==> src/rtl/seq_010_stimulus_gen.sv <==
// Serial frame generator for the 010 sequence detector: shifts host frames out MSB-first
// and keeps a golden count of overlapping 010 patterns in the exact waveform driven on x.
module seq_010_stimulus_gen #(
   parameter int unsigned WIDTH = 16,
   parameter int unsigned LEN_W = 5
) (
   input  logic             clk,
   input  logic             reset,
   input  logic             start,
   input  logic [WIDTH-1:0] data,
   input  logic [LEN_W-1:0] len,
   output logic             x,
   output logic             x_valid,
   output logic             busy,
   output logic             done,
   output logic             err,
   output logic [31:0]      exp_count
);

   typedef enum logic {
      IDLE,
      SHIFT
   } state_t;

   localparam logic [LEN_W-1:0] MAX_LEN = LEN_W'(WIDTH);
   localparam logic [LEN_W-1:0] ONE     = LEN_W'(1);
   localparam logic [WIDTH-1:0] BIT0    = WIDTH'(1);

   state_t           state_q, state_d;
   logic [WIDTH-1:0] frame_q, frame_d;
   logic [LEN_W-1:0] idx_q, idx_d;
   logic             x_q, x_d;
   logic             x_valid_q, x_valid_d;
   logic             busy_q, busy_d;
   logic             done_q, done_d;
   logic             err_q, err_d;
   logic [1:0]       hist_q, hist_d;
   logic [31:0]      cnt_q, cnt_d;

   always_comb begin
      state_d   = state_q;
      frame_d   = frame_q;
      idx_d     = idx_q;
      x_d       = x_q;
      x_valid_d = x_valid_q;
      busy_d    = busy_q;
      done_d    = 1'b0;
      err_d     = 1'b0;

      unique case (state_q)
         IDLE: begin
            if (start) begin
               if ((len == '0) || (len > MAX_LEN)) begin
                  err_d = 1'b1;
               end else begin
                  frame_d   = data;
                  idx_d     = len - ONE;
                  x_d       = |(data & (BIT0 << idx_d));
                  x_valid_d = 1'b1;
                  busy_d    = 1'b1;
                  state_d   = SHIFT;
               end
            end
         end
         SHIFT: begin
            if (idx_q != '0) begin
               idx_d = idx_q - ONE;
               x_d   = |(frame_q & (BIT0 << idx_d));
            end else begin
               // x keeps the last frame bit through the gap
               x_valid_d = 1'b0;
               busy_d    = 1'b0;
               done_d    = 1'b1;
               state_d   = IDLE;
            end
         end
         default: state_d = IDLE;
      endcase

      // history advances every edge, so idle hold cycles are part of the waveform seen
      hist_d = {hist_q[0], x_d};
      cnt_d  = ({hist_q, x_d} == 3'b010) ? cnt_q + 32'd1 : cnt_q;
   end

   always_ff @(posedge clk or negedge reset) begin
      if (!reset) begin
         state_q   <= IDLE;
         frame_q   <= '0;
         idx_q     <= '0;
         x_q       <= 1'b0;
         x_valid_q <= 1'b0;
         busy_q    <= 1'b0;
         done_q    <= 1'b0;
         err_q     <= 1'b0;
         hist_q    <= 2'b11;
         cnt_q     <= '0;
      end else begin
         state_q   <= state_d;
         frame_q   <= frame_d;
         idx_q     <= idx_d;
         x_q       <= x_d;
         x_valid_q <= x_valid_d;
         busy_q    <= busy_d;
         done_q    <= done_d;
         err_q     <= err_d;
         hist_q    <= hist_d;
         cnt_q     <= cnt_d;
      end
   end

   assign x         = x_q;
   assign x_valid   = x_valid_q;
   assign busy      = busy_q;
   assign done      = done_q;
   assign err       = err_q;
   assign exp_count = cnt_q;

endmodule

==> config.mk <==
export PLATFORM = sky130hd
export DESIGN_NAME = seq_010_stimulus_gen
export DESIGN_NICKNAME = d
export VERILOG_FILES = /design/src/rtl/seq_010_stimulus_gen.sv
export SDC_FILE = /design/constraint.sdc
export NUM_CORES = 1
export LEC_CHECK = 0
export ABC_CLOCK_PERIOD_IN_PS = 5900
export BUFFER_PORTS_ARGS = -buffer_cell sky130_fd_sc_hd__buf_2
export CORE_ASPECT_RATIO = 0.7
export CORE_MARGIN = 2
export CORE_UTILIZATION = 45
export DETAILED_ROUTE_END_ITERATION = 10
export GPL_ROUTABILITY_DRIVEN = 0
export PLACE_DENSITY = 0.64
export SLEW_MARGIN = 10
export SYNTH_ARGS = -nofsm -noshare
export SYNTH_HDL_FRONTEND = slang
export SYNTH_SLANG_ARGS = --single-unit
==> constraint.sdc <==
create_clock -name clk -period 5.9 [get_ports clk]
set_clock_uncertainty 0.2 [all_clocks]
set_input_delay 0.885 -clock clk [delete_from_list [all_inputs] [get_ports clk]]
set_output_delay 0.885 -clock clk [all_outputs]
set_load 0.02 [all_outputs]
# Word-level counts from Yosys, hierarchy flattened

Cells that the tools add are included.

Add/sub/neg operators: 3
$lt $le $gt $ge: 1
Equal/unequal tests: 5
Shift operators: 2
Mux-type cells: 21
Bitwise logic cells: 4
Reductions and logical operators: 8

Operator list:

| kind                  | count |
|---|---|
| $add 32x1->32 const B | 1 |
| $and 16x16->16        | 2 |
| $reduce_or 16->1      | 2 |
| $shl 1x5->16 const A  | 2 |
| $mux 5                | 3 |
| $mux 1                | 14 |
| $pmux 5 s2            | 1 |
| $sub 5x1->5 const B   | 2 |
| $reduce_and 3->1      | 3 |
| $ne 2x2->1 const B    | 3 |
| $pmux 1 s2            | 3 |
| $gt 5x5->1 const B    | 1 |
| $logic_not 5->1       | 1 |
| $reduce_bool 5->1     | 1 |
| $eq 3x2->1 const B    | 1 |
| $ne 2x1->1 const B    | 1 |
| $not 1->1             | 2 |
| $logic_or 1x1->1      | 1 |

Register bits: 60
Input bits: 24
Output and inout port bits: 37

# Longest topological paths before layout

Word-level depth: 8
Depth in mapped cells: 12

# Worst setup path before layout

Ideal clock, no wire load.

Path type: input to register
From: input port len[0]
To: register cnt_q[1], in the netlist exp_count[1]
Setup time: 125 ps
Data arrival time: 3302 ps
Slack: 2273 ps
Stages on the path: 11
Cells stage by stage: inv_1 > ha_1 > ha_1 > buf_6 > mux2_4 > a222oi_1 > nor3b_2 > nor3_1 > or3_4 > nor2b_2 > mux2_2

Cells in the longest elaborated chain, start to end: 8

RTL lines:

| what                 | RTL line | text |
|---|---|---|
| from (decl)          | 11       | `input logic [LEN_W-1:0] len,` |
| $sub 5x1->5          | 57       | `idx_d = len - ONE;` |
| $shl 1x5->16         | 58       | `x_d = \|(data & (BIT0 << idx_d));` |
| $and 16x16->16       | 58       |  |
| $reduce_or 16->1     | 58       |  |
| $mux 1 *             | 53       | `if ((len == '0) \|\| (len > MAX_LEN)) begin` |
| $mux 1 *             | 52       | `if (start) begin` |
| $pmux 1 s2 *         | 50       | `unique case (state_q)` |
| via x_d              | 32       | `logic x_q, x_d;` |
| $eq 3x2->1 *         | 82       | `cnt_d = ({hist_q, x_d} == 3'b010) ? cnt_q + 32'd1 : cnt_q;` |
| to (signal assigned) | 107      | `cnt_q <= cnt_d;` |
| to (decl)            | 38       | `logic [31:0] cnt_q, cnt_d;` |

Mark *: on every way through the listed nets, which the timed path passes. The rest lies on a longest branch.
A chain may end at the register's enable or synchronous reset.

# Final worst setup path

From: input port len[0]
To: register cnt_q[15], in the netlist exp_count[15]

Cells in the longest elaborated chain, start to end: 8

RTL lines:

| what             | RTL line |
|---|---|
| $sub 5x1->5      | 57 |
| $shl 1x5->16     | 58 |
| $and 16x16->16   | 58 |
| $reduce_or 16->1 | 58 |
| $mux 1 *         | 53 |
| $mux 1 *         | 52 |
| $pmux 1 s2 *     | 50 |
| $eq 3x2->1 *     | 82 |

Every way passes the cells marked *; elsewhere a longest branch is shown, timed or not.

==> out/summary.txt <==
Worst Hold Class -> reg2reg
area leader, netlist -> dfrtp_1
post_cts resized -> 0
Synth Cell Area -> 3070 sq um
Reg power frac -> 38.9%
Avg Cell Area, Syn -> 11.5 sq um
endpoints failing hold -> 0
Top FF cell, synth -> dfrtp_1
maximum VDD drop -> 0.000245 V
final cell count without fillers -> 432
io pins -> 61
Post-DRT Antenna Nets -> 0
Post-CTS Setup Bufs -> 0
wire per inst -> 15.7 microns
clock slew at reported path FFs -> 0.07 ns
first-pass GRT wire length -> 11100 microns
Slowest-stage cell, CP -> nor3_2
area delta synth->final -> 21.1%
share of cells above drive strength 1 -> 33.1%
async set-reset flop share out of synthesis -> 100%
Slew Limit Fails -> 0
number of synthesized flops with an enable pin -> 0
Initial Utilization -> 46.0%
cell mode on critical path -> ha_1
count of different cell masters after synthesis -> 46
outcome -> finished, final reports clean
startpoint types -> input port
H-tree depth -> 3
Tmin final -> 4.00 ns
PwrDens -> 421 nW/um^2
cell with the most instances after synthesis -> dfrtp_1
Clock Path Buffers -> 2
RSZ-0062 raised after global routing -> false
CP arrival -> 4.08 ns
initial antenna violation count -> 0
die area -> 7500 sq um
normalized max-slew margin -> 35.3%
Final Setup Violations -> 0
Seq/Total Area, Yosys -> 49.0%
via/cell ratio -> 5.33
endpoint class of the critical path -> flop
placed cells -> 416
Commonest cells post-synth -> dfrtp_1, xnor2_1, mux2_2, nand2_1, nand3_1
period utilisation layout -> 67.8%
die width -> 103 microns
fin nets -> 370
WL final -> 6790 microns
worst slew pin tran -> 0.966 ns
Total GRT Usage -> 20.1%
combinational power share -> 31.8%
CP required -> 5.98 ns
diodes inserted -> 0
Port Buffers -> 60
placed cell area -> 3470 sq um
Yosys top cell area share -> 47.3%
grt ovf -> 0
wire length on met2 -> 2880 microns
top layer in use -> met4
Vias -> 2302
power share of the clock group -> 29.3%
routed wl met3 -> 484 microns
Cells after Synth -> 266
PnR worst setup slack -> 1.90 ns
DRT Pass-1 Iters -> 4
fmax -> 250 MHz
Psw -> 0.000540 W
clock tree from TritonCTS -> yes
total negative slack -> 0 ns
Worst-Skew Late Latency -> 0.35 ns
switching portion of total power -> 34.6%
post-synthesis register bit count -> 60
# hold bufs at CTS -> 0
Max Cap Viol -> 0
DP Wirelength -> 4970 microns
chip height -> 73.1 microns
final instance area -> 3710 sq um
largest net degree at the start of global routing -> 61
Std-Cell Rows -> 25
vias in the first global route -> 2222
# DRC -> 0
worst slack, placed -> 1.57 ns
leakage dissipation -> 1.82 nW
CP max stage delay -> 0.74 ns
DRT iter0 DRCs -> 105
Met1 Wirelength -> 3330 microns
total CTS buffers -> 9
top cells by area, synth -> dfrtp_1, xnor2_1, mux2_2
CORE AREA -> 6660 sq um
P_int -> 0.00102 W
Mapped Nets -> 303
largest fanout on the critical path -> 14
Crit Path Class -> in2reg
crit-path cells -> buf_2 > inv_1 > ha_1 > ha_1 > mux2_4 > a222oi_1 > nor3b_2 > o31ai_1 > nor3_2 > and3_1 > xor2_1
Synth Warn # -> 0
Clock Sinks -> 60
root buf cell -> clkbuf_8
==> layer usage <==
metal,GRT usage (%),up-vias
met2,28.2,79
met5,0,-
li1,-,1085
met3,7.66,11
met4,6.22,0
met1,28.7,1127
==> per-stage QoR <==
step	util [%]	total power [W]	hold slack (ns)
4_1_cts	55.8	0.00157	0.188
6_report	55.8	0.00156	0.186
5_1_grt	55.8	0.00166	0.200
2_1_floorplan	-	0.000961	0.159
3_5_place_dp	52.1	0.00110	0.167
3_3_place_gp	52.1	0.00110	0.163
==> cell type report <==
class,count,area (sq um)
multi-input cells,191,1490
inverters,8,30.0
flip-flops and latches,60,1500
clock inverters,7,123
repair buffers,63,323
clock buffers,9,124
fillers,594,2950
well taps,94,118
==> placed cells by master, fill, tap and decap left out, types with 3 or more instances in the layout <==
cell type  Yosys  final
buf_4          1      3
a22oi_1        6      6
bufinv_16      0      3
inv_1          8      8
xor2_1         7      7
buf_2          2     60
mux2_2        19     19
o31ai_1        3      3
a21oi_1        5      5
nor3_1         4      4
dfrtp_1       58     58
xnor2_1       28     28
nand2_1       19     19
a222oi_1       4      4
nor2_1        10     10
and4_1         3      3
and3_1         9      9
ha_1          13     13
nor2b_1        3      3
nand4_1        7      7
clkbuf_8       0      9
nand3_1       17     17
o21ai_0        4      4
==> worst paths after layout <==
path | start | endpoint | slack, ns | cells after the start
hold reg to reg | hist_q[0] | hist_q[1] | 0.19 | 0
setup / recovery | len[0] | exp_count[15] | 1.90 | 11
min in group asynchronous | reset | frame_q[4] | 0.47 | 2
setup reg to reg | idx_q[1] | exp_count[15] | 2.70 | 9
max in group asynchronous | reset | idx_q[0] | 4.54 | 2
hold / removal | hist_q[0] | hist_q[1] | 0.19 | 0
==> cell families (layout without fill, tap and decap cells) <==
group                      Yosys count  after routing  share of synthesized area [%]
and+or+nand+nor                     89             89                           17.4
DFF                                 60             60                           49.0
adders and majority gates           13             13                           5.30
xor gates and xnor gates            36             36                           10.5
AOI/OAI and AO/OA                   31             31                           7.34
buffers and inverters               15             87                           2.28
muxes                               22             22                           8.12
==> sequential cells by signal (all words and copies together), names as in the netlist <==
| register | cells |
|---|---|
| frame_q | 16 |
| x | 1 |
| idx_q | 5 |
| hist_q | 2 |
| done | 1 |
| state_q | 1 |
| busy | 1 |
| err | 1 |
| exp_count | 32 |
==> critical path: cells and delay by family <==
kind	cells	cell delay, ns
adders and majority gates	2	0.69
AOI/OAI and AO/OA	2	0.45
buffers and inverters	2	0.23
and+or+nand+nor	3	1.34
muxes	1	0.34
xor gates and xnor gates	1	0.14
==> power by group through the flow <==
stage,combinational [W],sequential (W),clock [W]
finish,0.000496,0.000608,0.000459
global route,0.000548,0.000622,0.000484
CTS,0.000495,0.000607,0.000465
detailed placement,0.000490,0.000613,0
global placement,0.000487,0.000612,0
floorplan,0.000342,0.000619,0
Note: power is estimated with default switching activity, not from simulation.
